**config.mk**
```make
export PLATFORM = sky130hd
export DESIGN_NAME = xrs_wb_arb
export DESIGN_NICKNAME = d
export VERILOG_FILES = /design/src/rtl/xrs_wb_arb_pkg.sv /design/src/rtl/xrs_scoreboard.sv /design/src/rtl/xrs_wb_arb.sv
export SDC_FILE = /design/constraint.sdc
export NUM_CORES = 1
export LEC_CHECK = 0
export CORE_MARGIN = 1.5
export CORE_UTILIZATION = 36
export DETAILED_ROUTE_END_ITERATION = 7
export GPL_TIMING_DRIVEN = 1
export PLACE_DENSITY = 0.82
export SLEW_MARGIN = 40
export SYNTH_ARGS = -nofsm -noshare
export SYNTH_HDL_FRONTEND = slang
export SYNTH_HIERARCHICAL = 1
export SYNTH_SLANG_ARGS = --single-unit
```
**constraint.sdc**
```tcl
create_clock -name clk_i -period 4.07 [get_ports clk_i]
set_clock_uncertainty 0.1 [all_clocks]
set_input_delay 0.407 -clock clk_i [delete_from_list [all_inputs] [get_ports clk_i]]
set_output_delay 0.407 -clock clk_i [all_outputs]
set_load 0.02 [all_outputs]
```
**src/rtl/xrs_wb_arb_pkg.sv**
```systemverilog
// Shared constants for the write-back arbiter and its register scoreboard.
// Latency: none (declarations only).
// Backpressure: none (declarations only).
package xrs_wb_arb_pkg;

    localparam int XLEN_DEF       = 64;  // register data width
    localparam int REG_AW         = 5;   // register address width
    localparam int NREGS          = 32;  // architectural register count
    localparam int STARVE_MAX_DEF = 3;   // consecutive ALU denials before ALU is forced through

endpackage

```
**src/rtl/xrs_scoreboard.sv**
```systemverilog
// Per-register pending flags: set by the decoder at issue, cleared at write-back commit.
// Latency: set/clear become visible on busy one cycle after the request.
// Backpressure: none; set and clear are accepted every cycle, set wins on a same-register collision.
// Ports: clk, rst_n (sync, active-low), set_en/set_rd, clr_en/clr_rd, busy[NREGS-1:0].
module xrs_scoreboard
    import xrs_wb_arb_pkg::*;
(
    input  logic              clk,
    input  logic              rst_n,
    input  logic              set_en,
    input  logic [REG_AW-1:0] set_rd,
    input  logic              clr_en,
    input  logic [REG_AW-1:0] clr_rd,
    output logic [NREGS-1:0]  busy
);

    logic [NREGS-1:0] busy_nxt;

    // Clear first, then set, so an issue landing on the same register as a
    // commit leaves it pending for the newer producer. Register 0 never pends.
    always_comb begin
        busy_nxt = busy;
        if (clr_en) begin
            busy_nxt[clr_rd] = 1'b0;
        end
        if (set_en) begin
            busy_nxt[set_rd] = 1'b1;
        end
        busy_nxt[0] = 1'b0;
    end

    always_ff @(posedge clk) begin
        if (!rst_n) begin
            busy <= '0;
        end else begin
            busy <= busy_nxt;
        end
    end

endmodule

```
**src/rtl/xrs_wb_arb.sv**
```systemverilog
// Two-source register-file write-back arbiter (load > ALU, with ALU anti-starvation) plus bypass.
// Latency: granted write appears on rd_o/rdat_o/rwe_o one cycle after transfer; bypass one cycle later.
// Backpressure: at most one ready per cycle; ready depends only on valids and the starvation count.
// Ports: clk_i, reset_ni; a_* (ALU) and b_* (load) valid/ready requests; issue_* scoreboard set;
//        busy_o; rd_o/rdat_o/rwe_o register-file write; ra_i/rb_i read addresses; fwda_o/fwdb_o/fwd_dat_o.
module xrs_wb_arb
    import xrs_wb_arb_pkg::*;
#(
    parameter int XLEN       = XLEN_DEF,
    parameter int STARVE_MAX = STARVE_MAX_DEF
) (
    input  logic              clk_i,
    input  logic              reset_ni,
    input  logic              a_valid_i,
    input  logic [REG_AW-1:0] a_rd_i,
    input  logic [XLEN-1:0]   a_dat_i,
    output logic              a_ready_o,
    input  logic              b_valid_i,
    input  logic [REG_AW-1:0] b_rd_i,
    input  logic [XLEN-1:0]   b_dat_i,
    output logic              b_ready_o,
    input  logic              issue_i,
    input  logic [REG_AW-1:0] issue_rd_i,
    output logic [NREGS-1:0]  busy_o,
    output logic [REG_AW-1:0] rd_o,
    output logic [XLEN-1:0]   rdat_o,
    output logic              rwe_o,
    input  logic [REG_AW-1:0] ra_i,
    input  logic [REG_AW-1:0] rb_i,
    output logic              fwda_o,
    output logic              fwdb_o,
    output logic [XLEN-1:0]   fwd_dat_o
);

    localparam int SW = (STARVE_MAX < 1) ? 1 : $clog2(STARVE_MAX + 1);

    logic [SW-1:0]     starve;
    logic              starved;
    logic              a_win;
    logic              b_win;
    logic              xfer;
    logic [REG_AW-1:0] wr_rd;
    logic [XLEN-1:0]   wr_dat;

    assign starved = (starve == SW'(STARVE_MAX));

    // Load has priority; the ALU only overrides once it has been turned away
    // STARVE_MAX times in a row. A lone requester always wins.
    assign a_win     = a_valid_i && (!b_valid_i || starved);
    assign b_win     = b_valid_i && !a_win;
    assign a_ready_o = reset_ni && a_win;
    assign b_ready_o = reset_ni && b_win;

    assign xfer   = a_ready_o || b_ready_o;
    assign wr_rd  = b_ready_o ? b_rd_i  : a_rd_i;
    assign wr_dat = b_ready_o ? b_dat_i : a_dat_i;

    // Counts consecutive cycles the ALU was waiting but denied.
    always_ff @(posedge clk_i) begin
        if (!reset_ni) begin
            starve <= '0;
        end else if (!a_valid_i || a_ready_o) begin
            starve <= '0;
        end else if (!starved) begin
            starve <= starve + SW'(1);
        end
    end

    // Register-file write port. Writes to x0 are accepted but never enabled.
    always_ff @(posedge clk_i) begin
        if (!reset_ni) begin
            rwe_o  <= 1'b0;
            rd_o   <= '0;
            rdat_o <= '0;
        end else if (xfer) begin
            rwe_o  <= (wr_rd != '0);
            rd_o   <= wr_rd;
            rdat_o <= wr_dat;
        end else begin
            rwe_o  <= 1'b0;
        end
    end

    // Bypass: the write being performed this cycle is forwarded next cycle,
    // lining up with the register-file read data for ra_i/rb_i.
    always_ff @(posedge clk_i) begin
        if (!reset_ni) begin
            fwda_o    <= 1'b0;
            fwdb_o    <= 1'b0;
            fwd_dat_o <= '0;
        end else begin
            fwda_o    <= rwe_o && (rd_o == ra_i) && (rd_o != '0);
            fwdb_o    <= rwe_o && (rd_o == rb_i) && (rd_o != '0);
            fwd_dat_o <= rdat_o;
        end
    end

    xrs_scoreboard u_sb (
        .clk    (clk_i),
        .rst_n  (reset_ni),
        .set_en (issue_i),
        .set_rd (issue_rd_i),
        .clr_en (xfer),
        .clr_rd (wr_rd),
        .busy   (busy_o)
    );

endmodule

```
==> run metrics <==
final net count=~1200; global-route wire length before repair=34300 µm; Distinct cells, synth=43; ANT nets after route=0; DIE AREA=0.0207 mm²; Max-slew headroom=49.8%; vias per cell=5.08; worst path bufs/invs=3; Worst path max stage delay=around 0.72 ns; fin crit share=72.9%; Worst-path clk slew=~0.07 ns; final core occ=57.1%; Slowest-stage cell, CP=clkdlybuf4s50_1; simple-gate share of the synthesized area=about an eighth; worst path cell trace=clkdlybuf4s50_1 > and2_4 > nand2_8 > inv_4 > clkdlybuf4s50_1; Vias=approximately 6500; maximum vdd drop=around 0.00026 V; fraction of layout cells with a size suffix above 1=13.1%; Area contributors post-synth=dfxtp_1 (47%), a211oi_2 (14%), a211oi_1 (6.2%), and2_1 (5.7%), o21ai_0 (5.0%); Crit Path Category=in -> out; number of I/O pins=328; FF+latch count, synth=169; final wirelength=23200 µm; number of flops mapped to enable cells by yosys=0; largest family of logic cells by synthesized area=compound AO/OA/AOI/OAI gates; sequential fraction of the synthesis area=a little under half; Worst-Skew Late Latency=between 0.4 and 0.5 ns; Pleak=0.00406 µW; Final min period=2.97 ns; worst min path class=reg -> reg; Critical Path RT=3.56 ns; DR WL/cell=18.1 µm; antenna violations before repair=0; CTS root buf=clkbuf_16; mean post-synth cell area=between 10 and 15 µm²; Ant. Diodes=0; final number of setup-violating endpoints=0; initial drt markers=around 340; MaxCap Viol Count=0; H-tree depth=4; Post-CTS Hold Buffers=0; Syn Inst Count=706; Ys Warns=6; ys async rst share=0%; Initial Utilization=a little under two fifths; PortBufs=326; max frequency=approximately 340 MHz; Area growth syn-to-layout=55.7%; HPWL Detailed=16100 µm; largest net degree at the start of global routing=97; Row Count=51; Worst-Margin Slew=0.753 ns; Pins Over Slew Limit=0; gr usage total=21.5%; CP Launch Type=primary input; status=completed; CP Capture Type=primary output; top cell type's share of synthesized area=47.4%; drt first pass iters=5; synth cell count leaders=dfxtp_1 (169), a211oi_2 (79), o21ai_0 (71), inv_1 (66), and2_1 (65); RSZ-0062 raised after global routing=false; maximum fanout along the worst path=34; compound-gate portion of the synthesized area=30.1%; Adder-Cell Fraction of Synth Area=less than 1%; Post-Syn Area=0.00714 mm²; CTS Sinks=169; post-CTS sizing=0; dominant synthesized flop cell=dfxtp_1; TNS Setup=0 ns; vias in the first global route=6255; CTS tree=done; post-synth top area cell=dfxtp_1; cell mode on critical path=clkdlybuf4s50_1; post-CTS setup buffers=0; DR DRC count=0; Vert. Die Dim=144 µm; Clock Tree Buf Depth=2; Power Density=387 mW/mm²; Worst EP arrival=2.46 ns; core area=0.0195 mm²; mux share of post-synthesis cell area=0.789%; fill count=1636; total nets after synthesis=865; Routability Congestion=~0.86; die width=around 140 µm; GRT overflow=0; dominant cell by count in the synthesized netlist=dfxtp_1; number of buffers created by CTS=17; Fin. Hold Viols=0; post-synthesis xor/xnor area fraction=1.23%; cell family with most CP delay=buffers and inverters
[power by group]
part,switching (µW),internal (µW),total (µW)
Sequential,60.2,1750,1810
Combinational,396,408,804
Clock,756,933,1690
Total,1210,3090,4300
[registers in the layout, indices dropped and copies added (netlist names)]
signal	cells
fwd_dat_o	64
rdat_o	64
u_sb/busy	31
rd_o	5
starve	2
fwda_o	1
fwdb_o	1
rwe_o	1
[metal layers]
metal,up-vias,part of all wire (%),global-route usage [%]
met2,265,50,36.5
met5,-,0,0
met4,0,2.1,7.89
li1,3112,-,-
met1,3105,40,26.0
met3,27,7.5,5.40
[cell type report]
type	count	area, µm²	share of cell area, %
timing repair buffer	336	3380	30.4
multi-input combinational	412	3160	28.4
tap	265	332	2.98
clock inverter	15	186	1.68
clock buffer	17	425	3.83
sequential	169	3380	30.4
inverter	67	254	2.28
[through the flow]
stage	instance area, µm²	hold slack [ns]	std cells	total power [µW]	setup WS (ns)
after global routing	11100	0.378	1281	4470	1.03
after global placement	10500	0.325	1247	2640	1.10
after detailed placement	10500	0.342	1249	2650	1.08
final	11100	0.344	1281	4300	1.10
after floorplan	7140	0.307	706	2230	2.03
after CTS	11100	0.352	1281	4350	1.08
[layout by cell type (no fill, tap or decap), drive strengths merged]
cell / count
a211oi: 138
or4: 2
nor4: 2
clkdlybuf4s50: 325
nor3: 7
mux2: 5
conb: 1
nand4: 1
o211ai: 17
nand3: 6
clkbuf: 17
or3b: 1
nor3b: 7
and3: 1
a32o: 15
and3b: 2
clkinvlp: 4
nand2b: 2
or2: 1
or3: 2
buf: 11
xnor2: 6
o2bb2ai: 1
xor2: 4
o21ai: 85
nand3b: 8
bufinv: 2
and2: 66
inv: 73
clkinv: 3
dfxtp: 169
nor2b: 1
nor2: 10
nand2: 20
ha: 1
[worst reg2reg max path, stage by stage, from the launching register on]
cell	delay (ns)
dfxtp_1	0.32
ha_1	0.21
nand2_2	0.13
nand2_8	0.09
inv_4	0.45
buf_4	0.66
a211oi_2	0.17
[worst paths after layout]
kind	from	end	slack, ns	depth (start not counted)
worst min-delay path	starve[0]	starve[0]	0.34	1
worst max-delay path	b_valid_i	b_ready_o	1.10	5
worst max register to register	starve[0]	rdat_o[41]	1.81	6
worst min register to register	starve[0]	starve[0]	0.34	1
[cell families after synthesis]
| logic type | Yosys count |
|---|---|
| other | 1 |
| multiplexers | 5 |
| AND/OR/NAND/NOR | 139 |
| XOR/XNOR | 10 |
| adder cells (fa/ha/maj) | 1 |
| AO/OA/AOI/OAI | 256 |
| buffers and inverters | 125 |
| flip-flops | 169 |
(Power assumes the default switching activity.)
